`src/rtl/ramp_seq_ctrl.sv`:
```
// Conversion sequencer for the single-slope ramp ADC: drives strobe/clear/enable of the conversion counter.
// Optional RAMP_CMP_SYNC_EN adds a 2-flop comparator synchronizer.
module ramp_seq_ctrl #(
   parameter int CNT_W    = 6,
   parameter int STRB_DIV = 4
) (
   input  logic             clk,
   input  logic             rst,
   input  logic             start,
   input  logic             abort,
   input  logic             cmp,
   input  logic [CNT_W-1:0] cnt_in,
   output logic             strb,
   output logic             cnt_rst,
   output logic             cnt_en,
   output logic             ramp_en,
   output logic             busy,
   output logic             done,
   output logic [CNT_W-1:0] result,
   output logic             ovf
);

   localparam int              PRE_W   = $clog2(STRB_DIV);
   localparam logic [PRE_W-1:0] PRE_MAX = PRE_W'(STRB_DIV - 1);
   localparam logic [CNT_W-1:0] CNT_MAX = '1;

   localparam logic [1:0] S_IDLE    = 2'd0;
   localparam logic [1:0] S_CLEAR   = 2'd1;
   localparam logic [1:0] S_RAMP    = 2'd2;
   localparam logic [1:0] S_CAPTURE = 2'd3;

   logic [1:0]       state;
   logic [1:0]       state_n;
   logic [PRE_W-1:0] pre;
   logic             ovf_pend;
   logic             ovf_pend_n;
   logic             cmp_s;
   logic             at_max;
   logic             run;

`ifdef RAMP_CMP_SYNC_EN
   logic [1:0] cmp_sync;

   always_ff @(posedge clk) begin
      if (rst) begin
         cmp_sync <= '0;
      end else begin
         cmp_sync <= {cmp_sync[0], cmp};
      end
   end

   assign cmp_s = cmp_sync[1];
`else
   assign cmp_s = cmp;
`endif

   assign at_max = (cnt_in == CNT_MAX);

   always_comb begin
      state_n    = state;
      ovf_pend_n = ovf_pend;
      case (state)
         S_IDLE: begin
            if (start && !abort) state_n = S_CLEAR;
         end
         S_CLEAR: begin
            if (abort)     state_n = S_IDLE;
            else if (strb) state_n = S_RAMP;
         end
         S_RAMP: begin
            // Trip is tested first so a trip coinciding with full scale reports ovf=0.
            if (abort) begin
               state_n = S_IDLE;
            end else if (!cmp_s) begin
               state_n    = S_CAPTURE;
               ovf_pend_n = 1'b0;
            end else if (at_max) begin
               state_n    = S_CAPTURE;
               ovf_pend_n = 1'b1;
            end
         end
         S_CAPTURE: state_n = S_IDLE;
         default:   state_n = S_IDLE;
      endcase
   end

   // Prescaler only runs while both current and next state are CLEAR/RAMP,
   // which zeroes it on CLEAR entry and keeps strb low in IDLE/CAPTURE.
   assign run = ((state == S_CLEAR) || (state == S_RAMP)) &&
                ((state_n == S_CLEAR) || (state_n == S_RAMP));

   always_ff @(posedge clk) begin
      if (rst) begin
         state    <= S_IDLE;
         pre      <= '0;
         strb     <= 1'b0;
         ovf_pend <= 1'b0;
         result   <= '0;
         ovf      <= 1'b0;
      end else begin
         state    <= state_n;
         ovf_pend <= ovf_pend_n;
         strb     <= run && (pre == PRE_MAX);
         if (run) begin
            pre <= (pre == PRE_MAX) ? '0 : pre + 1'b1;
         end else begin
            pre <= '0;
         end
         if ((state == S_CAPTURE) && !abort) begin
            result <= cnt_in;
            ovf    <= ovf_pend;
         end
      end
   end

   assign busy    = (state != S_IDLE);
   assign cnt_rst = (state == S_CLEAR);
   assign ramp_en = (state == S_RAMP);
   assign cnt_en  = (state == S_RAMP) && cmp_s && !at_max;
   assign done    = (state == S_CAPTURE) && !abort && !rst;

endmodule

```
`config.mk`:
```
export PLATFORM = sky130hd
export DESIGN_NAME = ramp_seq_ctrl
export DESIGN_NICKNAME = d
export VERILOG_FILES = /design/src/rtl/ramp_seq_ctrl.sv
export SDC_FILE = /design/constraint.sdc
export NUM_CORES = 1
export LEC_CHECK = 0
export ABC_CLOCK_PERIOD_IN_PS = 2350
export CORE_MARGIN = 5
export CORE_UTILIZATION = 41
export CTS_CLUSTER_DIAMETER = 40
export DETAILED_ROUTE_END_ITERATION = 8
export GPL_ROUTABILITY_DRIVEN = 0
export GPL_TIMING_DRIVEN = 1
export PLACE_DENSITY = 0.75
export SETUP_SLACK_MARGIN = 0.15
export SYNTH_ARGS = -nofsm -noshare
export SYNTH_HDL_FRONTEND = slang
export SYNTH_SLANG_ARGS = --single-unit
```
`constraint.sdc`:
```
create_clock -name clk -period 2.35 [get_ports clk]
set_clock_uncertainty 0.2 [all_clocks]
set_input_delay 0.235 -clock clk [delete_from_list [all_inputs] [get_ports clk]]
set_output_delay 0.235 -clock clk [all_outputs]
set_load 0.005 [all_outputs]
```
# --- Word level (Yosys, flattened, before mapping) ---
# Cells that the tools add are included.
totals:
  inputBits: 11
  wordCells: 42
  ff_bits: 13
  out_inout_bits: 13
op_classes:
  reduce_logical: 16
  n_bitwise: 2
  n_mux: 9
  eq_ne: 8
  addsub: 1
op_table:
  columns: ["operator", "count"]
  rows:
  - ["$mux 2", 6]
  - ["$eq 2x2->1 const B", 4]
  - ["$pmux 2 s4", 1]
  - ["$logic_and 1x1->1", 7]
  - ["$eq 6x6->1 const B", 1]
  - ["$eq 2x1->1 const B", 2]
  - ["$logic_not 1->1", 3]
  - ["$reduce_and 3->1", 1]
  - ["$reduce_or 3->1", 1]
  - ["$add 2x1->2 const B", 1]
  - ["$logic_not 2->1", 1]
  - ["$logic_or 1x1->1", 2]
  - ["$mux 1", 2]
  - ["$ne 2x1->1 const B", 1]
  - ["$not 1->1", 2]
  - ["$reduce_bool 2->1", 1]

# --- Logic depth before layout (Yosys ltp) ---
# Gate-level depths: netlist of the first run.
depth:
  depth_word: 10
  ltp_mapped: 7
  ltp_nobuf: 7

# --- Worst setup path before layout of the first run ---
# OpenSTA, ideal clock, no wires.
synth_timing:
  path_kind: "flip-flop to flip-flop"
  from: "register state[0]"
  to: "register pre[1]"
  arrival_time_ns: 1.444
  path_buffers: 0
  path_slack_ns: 0.619
  required_time_ns: 2.063
  stages_incl_launch_ff: 7
  setup_time_ns: 0.087
  period_less_slack_ns: 1.731
  cell_sequence: "dfxtp_1 inv_1 ha_1 o32ai_1 a21oi_1 xor2_1 nor4b_2"
synth_via:
  elab_chain_cells: 9
  elab_cells_between_ends: 18
  cone_classes: "eq/ne (5); mux (7); bitwise (1); reduce/logical (5)"
synth_lines:
  columns: ["item", "line_no", "text"]
  rows:
  - ["from (decl)", "32", "logic [1:0] state;"]
  - ["from (signal assigned)", "101", "state <= state_n;"]
  - ["$mux 2", "77", "end else if (at_max) begin"]
  - ["$mux 2", "74", "end else if (!cmp_s) begin"]
  - ["$mux 2", "72", "if (abort) begin"]
  - ["$pmux 2 s4", "62", "case (state)"]
  - ["$eq 2x1->1 or $eq 2x2->1 (tied branches)", "90", "((state_n == S_CLEAR) || (state_n == S_RAMP));"]
  - ["$logic_or 1x1->1", "90", null]
  - ["$logic_and 1x1->1 (*)", "89", "assign run = ((state == S_CLEAR) || (state == S_RAMP)) &&"]
  - ["$not 1->1 (no line) (*)", null, null]
  - ["$reduce_or 3->1 (no line) (*)", null, null]
  - ["to (signal assigned)", "105", "pre <= (pre == PRE_MAX) ? '0 : pre + 1'b1;"]
  - ["to (decl)", "34", "logic [PRE_W-1:0] pre;"]
# Every way passes the cells marked *; elsewhere a longest branch is shown, timed or not.
# A chain may end at the register's enable or synchronous reset.

# --- Worst setup path after layout of the first run ---
layout_timing:
  from: "register state[0]"
  to: "output cnt_en"
layout_via:
  elab_chain_cells: 3
layout_lines:
  columns: ["item", "line_no", "text"]
  rows:
  - ["$eq 2x2->1", "119", "assign cnt_en = (state == S_RAMP) && cmp_s && !at_max;"]
  - ["$logic_and 1x1->1 (2 in a row)", "119", null]
  - ["to (decl)", "15", "output logic cnt_en,"]
# Every way passes these cells.

==> metrics, run 1 <==
status complete, no violations; die width 49.2 um; Mapped Nets 96; Synth top area share 41.4%; clk sinks 13; Final period util about nine tenths; max-cap violation count 0; Die Ht 49.2 um; Synth area leaders dfxtp_1, ha_1, nand2_1, a21oi_1, inv_1; met3 usage 3.98%; initial core utilization 42.3%; grt met1 use 14.4%; most common cell after layout, fill and taps aside clkdlybuf4s50_1; post-route ant nets 0; Synth cell types 21; met2 GRT Util roughly a fifth; drt via density 4.97; IO Pins 24; gr ovfl total 0; Worst-Margin Slew around 350 ps; fin crit period 2100 ps; Max transition margin 76.2%; setup_tns 0 ps; H-Tree Depth 1; Yosys top cell by area dfxtp_1; f_max 0.476 GHz; clock-pin slew on the worst setup and hold paths 80 ps; commonest cells after routing, fill and taps aside clkdlybuf4s50_1, nand2_1, dfxtp_1; routed len/inst 11.8 um; vias in the first global route roughly 560; Detail Placement HPWL 1110 um; RSZ-0062 raised after global routing false; final hold violations 0; # DRC 0; max-slew violation count 0; TritonCTS clock tree yes; via count 606; CP arrival 1660 ps; clk_lat worst skew 280 ps; # hold bufs at CTS 0; clk buf depth 2; gr busiest metal met2; gr usage total 12.4%; worst-path fanout max 5; fillers 123; DRT iter0 DRCs 13; initial antenna violation count 0; largest net degree at the start of global routing 12; nets 124; PostCTS Resize Cnt 0; mapped cell area 629 sq um; Syn. warnings 0; P&R area growth vs syn 45.1%; global-route wire length before repair about 2300 um; Critical Path RT 1910 ps; PwrDens 453 nW/um^2; number of buffers inserted by port buffering 23; CORE AREA 1490 sq um; average size of a mapped cell between 7 and 8 sq um; ANT cells 0; Min-Delay Path Class flip-flop to flip-flop; Critical Path End Type output pin; Final setup viols 0; DR pass1 iterations 4; std cell rows 14; CP Launch Type flip-flop; Pleak 0.328 nW; Root Driver clkbuf_4; hold_ws 249 ps; Gate Count Post-Synth 79; Post-CTS Repair Setup Buffers 0; flop and latch count out of synthesis 13; layout cell share with drive strength beyond 1 5.66%; TritonCTS Buffers 3; sequential cell area fraction in the yosys report 41.4%; maximum vdd drop 317 uV; critical path type flip-flop to output pin; Post-Route WL approximately 1400 um; die area 2420 sq um
Yosys cell counts:
cell / number
a21oi_1: 11
nand4_1: 1
nor4b_2: 1
nor3b_1: 1
nor3_1: 3
nand2b_1: 2
nor2_1: 6
clkbuf_1: 2
dfxtp_1: 13
o32ai_1: 1
nand3b_1: 1
o21ai_1: 1
nor4_1: 1
xor2_1: 1
o21ai_0: 1
nor2b_1: 1
nand2_1: 18
o31ai_1: 1
and2b_1: 1
inv_1: 6
ha_1: 6
final cells by class:
type	count	area, sq um	share of cell area, %
tap	16	20.0	2.19
timing repair buffer	25	245	26.8
inverter	6	22.5	2.47
clock buffer	4	26.3	2.88
multi-input combinational	58	339	37.1
sequential	13	260	28.5
logic make-up (layout without fill, tap and decap cells):
family,count (synthesis),after routing,synth area share (%)
buffers and inverters,8,35,4.77
flip-flops,13,13,41.4
adder cells (fa/ha/maj),6,6,11.9
AND/OR/NAND/NOR,36,36,27.6
AO/OA/AOI/OAI,15,15,12.9
XOR/XNOR,1,1,1.39
state kept, by name (all words and copies together) (netlist names):
register	cells
result	6
state	2
ovf	1
pre	2
ovf_pend	1
strb	1
final timing paths:
check	start	end	slack, ps	cells past startpoint
min reg2reg	pre[0]	pre[0]	250	1
max reg2reg	state[1]	pre[1]	420	6
max	state[0]	cnt_en	250	5
min	pre[0]	pre[0]	250	1
worst max-delay path, stage by stage, from the launching register on:
cell and delay [ps]:
dfxtp_1 340, inv_1 120, ha_1 260, inv_1 60
nor2_1 100, clkdlybuf4s50_1 500
layer usage:
layer  wire length [um]  vias up  share of wire [%]
met2                710       13                 49
met5                  0        -                  0
met4                 33        0                2.3
li1                   -      317                  -
met3                 71        5                4.9
met1                622      271                 43
metrics by stage:
stage | std cells | power (mW) | instance area, sq um | utilization [%] | worst slack, ps
after floorplan | 79 | 0.251 | 629 | - | 619
after global placement | 118 | 0.280 | 887 | 59.6 | 328
after detailed placement | 118 | 0.281 | 887 | 59.6 | 311
after CTS | 122 | 0.418 | 913 | 61.3 | 233
after global routing | 122 | 0.442 | 913 | 61.3 | 158
final | 122 | 0.414 | 913 | 61.3 | 251
where the power goes:
| group | switching (mW) | internal [mW] |
|---|---|---|
| registers | 0.00177 | 0.222 |
| logic | 0.0227 | 0.0294 |
| clock network | 0.0725 | 0.0659 |
No activity file was read; power rests on OpenSTA's default activity.
==> inputs of run 2 (changes only) <==
--- a/config.mk
+++ b/config.mk
@@ -5,6 +5,7 @@
 export SDC_FILE = /design/constraint.sdc
 export NUM_CORES = 1
 export LEC_CHECK = 0
+export ABC_AREA = 0
 export ABC_CLOCK_PERIOD_IN_PS = 2350
 export CORE_MARGIN = 5
 export CORE_UTILIZATION = 41
==> results of run 2 <==
The final DEF is identical to that of run 1; final timing and power are the same.
==> RTL edit (config.mk and constraints of run 1) <==
Add an input register stage for `start`, `abort` and `cnt_in`, without a reset; this delays them by one clock. The other inputs are not delayed to match.
--- a/src/rtl/ramp_seq_ctrl.sv
+++ b/src/rtl/ramp_seq_ctrl.sv
@@ -29,6 +29,16 @@
    localparam logic [1:0] S_RAMP    = 2'd2;
    localparam logic [1:0] S_CAPTURE = 2'd3;
 
+   logic start_q;
+   logic abort_q;
+   logic [CNT_W-1:0] cnt_q;
+
+   always_ff @(posedge clk) begin
+      start_q <= start;
+      abort_q <= abort;
+      cnt_q   <= cnt_in;
+   end
+
    logic [1:0]       state;
    logic [1:0]       state_n;
    logic [PRE_W-1:0] pre;
@@ -54,22 +64,22 @@
    assign cmp_s = cmp;
 `endif
 
-   assign at_max = (cnt_in == CNT_MAX);
+   assign at_max = (cnt_q == CNT_MAX);
 
    always_comb begin
       state_n    = state;
       ovf_pend_n = ovf_pend;
       case (state)
          S_IDLE: begin
-            if (start && !abort) state_n = S_CLEAR;
+            if (start_q && !abort_q) state_n = S_CLEAR;
          end
          S_CLEAR: begin
-            if (abort)     state_n = S_IDLE;
+            if (abort_q)     state_n = S_IDLE;
             else if (strb) state_n = S_RAMP;
          end
          S_RAMP: begin
             // Trip is tested first so a trip coinciding with full scale reports ovf=0.
-            if (abort) begin
+            if (abort_q) begin
                state_n = S_IDLE;
             end else if (!cmp_s) begin
                state_n    = S_CAPTURE;
@@ -106,8 +116,8 @@
          end else begin
             pre <= '0;
          end
-         if ((state == S_CAPTURE) && !abort) begin
-            result <= cnt_in;
+         if ((state == S_CAPTURE) && !abort_q) begin
+            result <= cnt_q;
             ovf    <= ovf_pend;
          end
       end
@@ -117,7 +127,7 @@
    assign cnt_rst = (state == S_CLEAR);
    assign ramp_en = (state == S_RAMP);
    assign cnt_en  = (state == S_RAMP) && cmp_s && !at_max;
-   assign done    = (state == S_CAPTURE) && !abort && !rst;
+   assign done    = (state == S_CAPTURE) && !abort_q && !rst;
 
 endmodule
 
Formal check against the unedited RTL: not equivalent (a bounded check fails within 4 cycles, from zero or initial values and one cycle with rst high).
==> RTL edit against run 1 <==
Register-to-register slack improved by 0.08 ns; area after synthesis rose by 27%; cell area rose by 20%; routed wire length rose by 9.3%; clock power rose by 19%; worst setup slack improved by 0.0023 ns; sequential cell count rose by 8; power rose by 42%; critical path type unchanged.
==> RTL edit: results (changes against run 1) <==
status=finished clean (unchanged); total CTS buffers=3 (unchanged); final WL=1.57 mm (was 1.44 mm); total power per unit cell area=536 mW/mm² (was 453 mW/mm²); dpl hpwl=1.22 mm (was 1.11 mm); cell-internal power=459 µW (was 317 µW); commonest cells in the netlist=21 x dfxtp_1, 18 x nand2_1, 10 x a21oi_1 (was 18 x nand2_1, 13 x dfxtp_1, 11 x a21oi_1); initial antenna violation count=0 (unchanged); Met1 Wirelength=694 µm (was 622 µm); wire length on met3=31 µm (was 71 µm); Clock Latency Late Sink=~0.29 ns; fin nets=131 (was 124); Vias=665 (was 606); DP Cell Count=136 (was 118); initial DRC count=8 (was 13); non-filler instance count after layout=140 (was 122); pin count of the biggest net entering global routing=13 (was 12); Hold Path Depth=1 (unchanged); Area contributors post-synth=dfxtp_1 53%, ha_1 9.4%, nand2_1 8.5% (was dfxtp_1 41%, ha_1 12%, nand2_1 11%); share of post-route cells with drive strength above 1=11.5% (was 5.66%); crit path max fanout=8 (was 5); global-route wire length before repair=2.35 mm (was 2.33 mm); hold crit path type=in -> reg (was reg -> reg); placed cell area=0.00106 mm² (was 887 µm²); clock-pin slew on the worst setup and hold paths=0.11 ns (was 0.08 ns); IO buf count=23 (unchanged); Top Layer Used=met4 (unchanged); Worst Tran Pin Value=0.297 ns (was 0.353 ns); top flop regs=cnt_q (6), result (6) (was result (6), pre (2), state (2)); Yosys cell types=23 (was 21); synth warn=0 (unchanged); Bufs on Longest Clock Path=2 (unchanged); Leak=0.000394 µW (was 0.000328 µW); post-synthesis sequential area ratio=52.6% (was 41.4%); Net Count, Synth=104 (was 96); number of global-route vias before repair=556 (was 558); dpl ws=0.447 ns (was 0.311 ns); asr flop ratio synth=0% (unchanged); WL met2=815 µm (was 710 µm); Max VDD drop=0.338 mV (was 0.317 mV); GRT Overall Usage=11.2% (was 12.4%); Syn Inst Count=87 (was 79)
-- RTL edit: cell types whose count changed in the layout (fill, tap and decap cells not counted), sizes merged --
cell	delta
inv	-1
a21oi	-1
a31oi	+1
dfxtp	+8
clkinv	+1
or3	+1
buf	-1
clkbuf	-1
-- RTL edit: worst paths after layout --
| kind | end | slack, ns | start |
|---|---|---|---|
| max | done | 0.25 | state[1] |
| min | start_q | 0.17 | start |
| max reg2reg | pre[1] | 0.50 | state[1] |
| min reg2reg | pre[0] | 0.23 | pre[0] |
-- RTL edit: routing by layer --
layer	vias up	global-route usage, %
met5	-	0
met4	0	7.47
li1	341	-
met3	2	0.831
met1	312	14.7
met2	10	17.5
-- RTL edit: repair_timing --
item | 4_1_cts | 5_1_grt
resized for setup | 2 | 3
endpoints found under the setup margin | 1 | 2
hold buffers | 0 | 0
-- RTL edit: kinds of logic after synthesis --
kind of cell | synth area share, %
AND/OR/NAND/NOR | 22.8
flip-flops | 52.6
AO/OA/AOI/OAI | 10.8
buffers and inverters | 3.29
adder cells (fa/ha/maj) | 9.39
XOR/XNOR | 1.10
-- RTL edit: power by group through the flow --
stage | clock, µW | sequential (µW) | combinational (µW)
floorplan | 0 | 378 | 23.9
global placement | 0 | 380 | 50.6
detailed placement | 0 | 380 | 52.3
CTS | 171 | 372 | 52.5
global route | 189 | 374 | 57.0
finish | 164 | 372 | 52.3
-- RTL edit: final cells by class --
type | count | area (µm²)
sequential | 21 | 423
fill | 188 | 803
inverter | 5 | 18.8
multi-input combinational | 59 | 358
clock inverter | 1 | 5.00
clock buffer | 3 | 22.5
timing repair buffer | 24 | 238
tap | 27 | 33.8
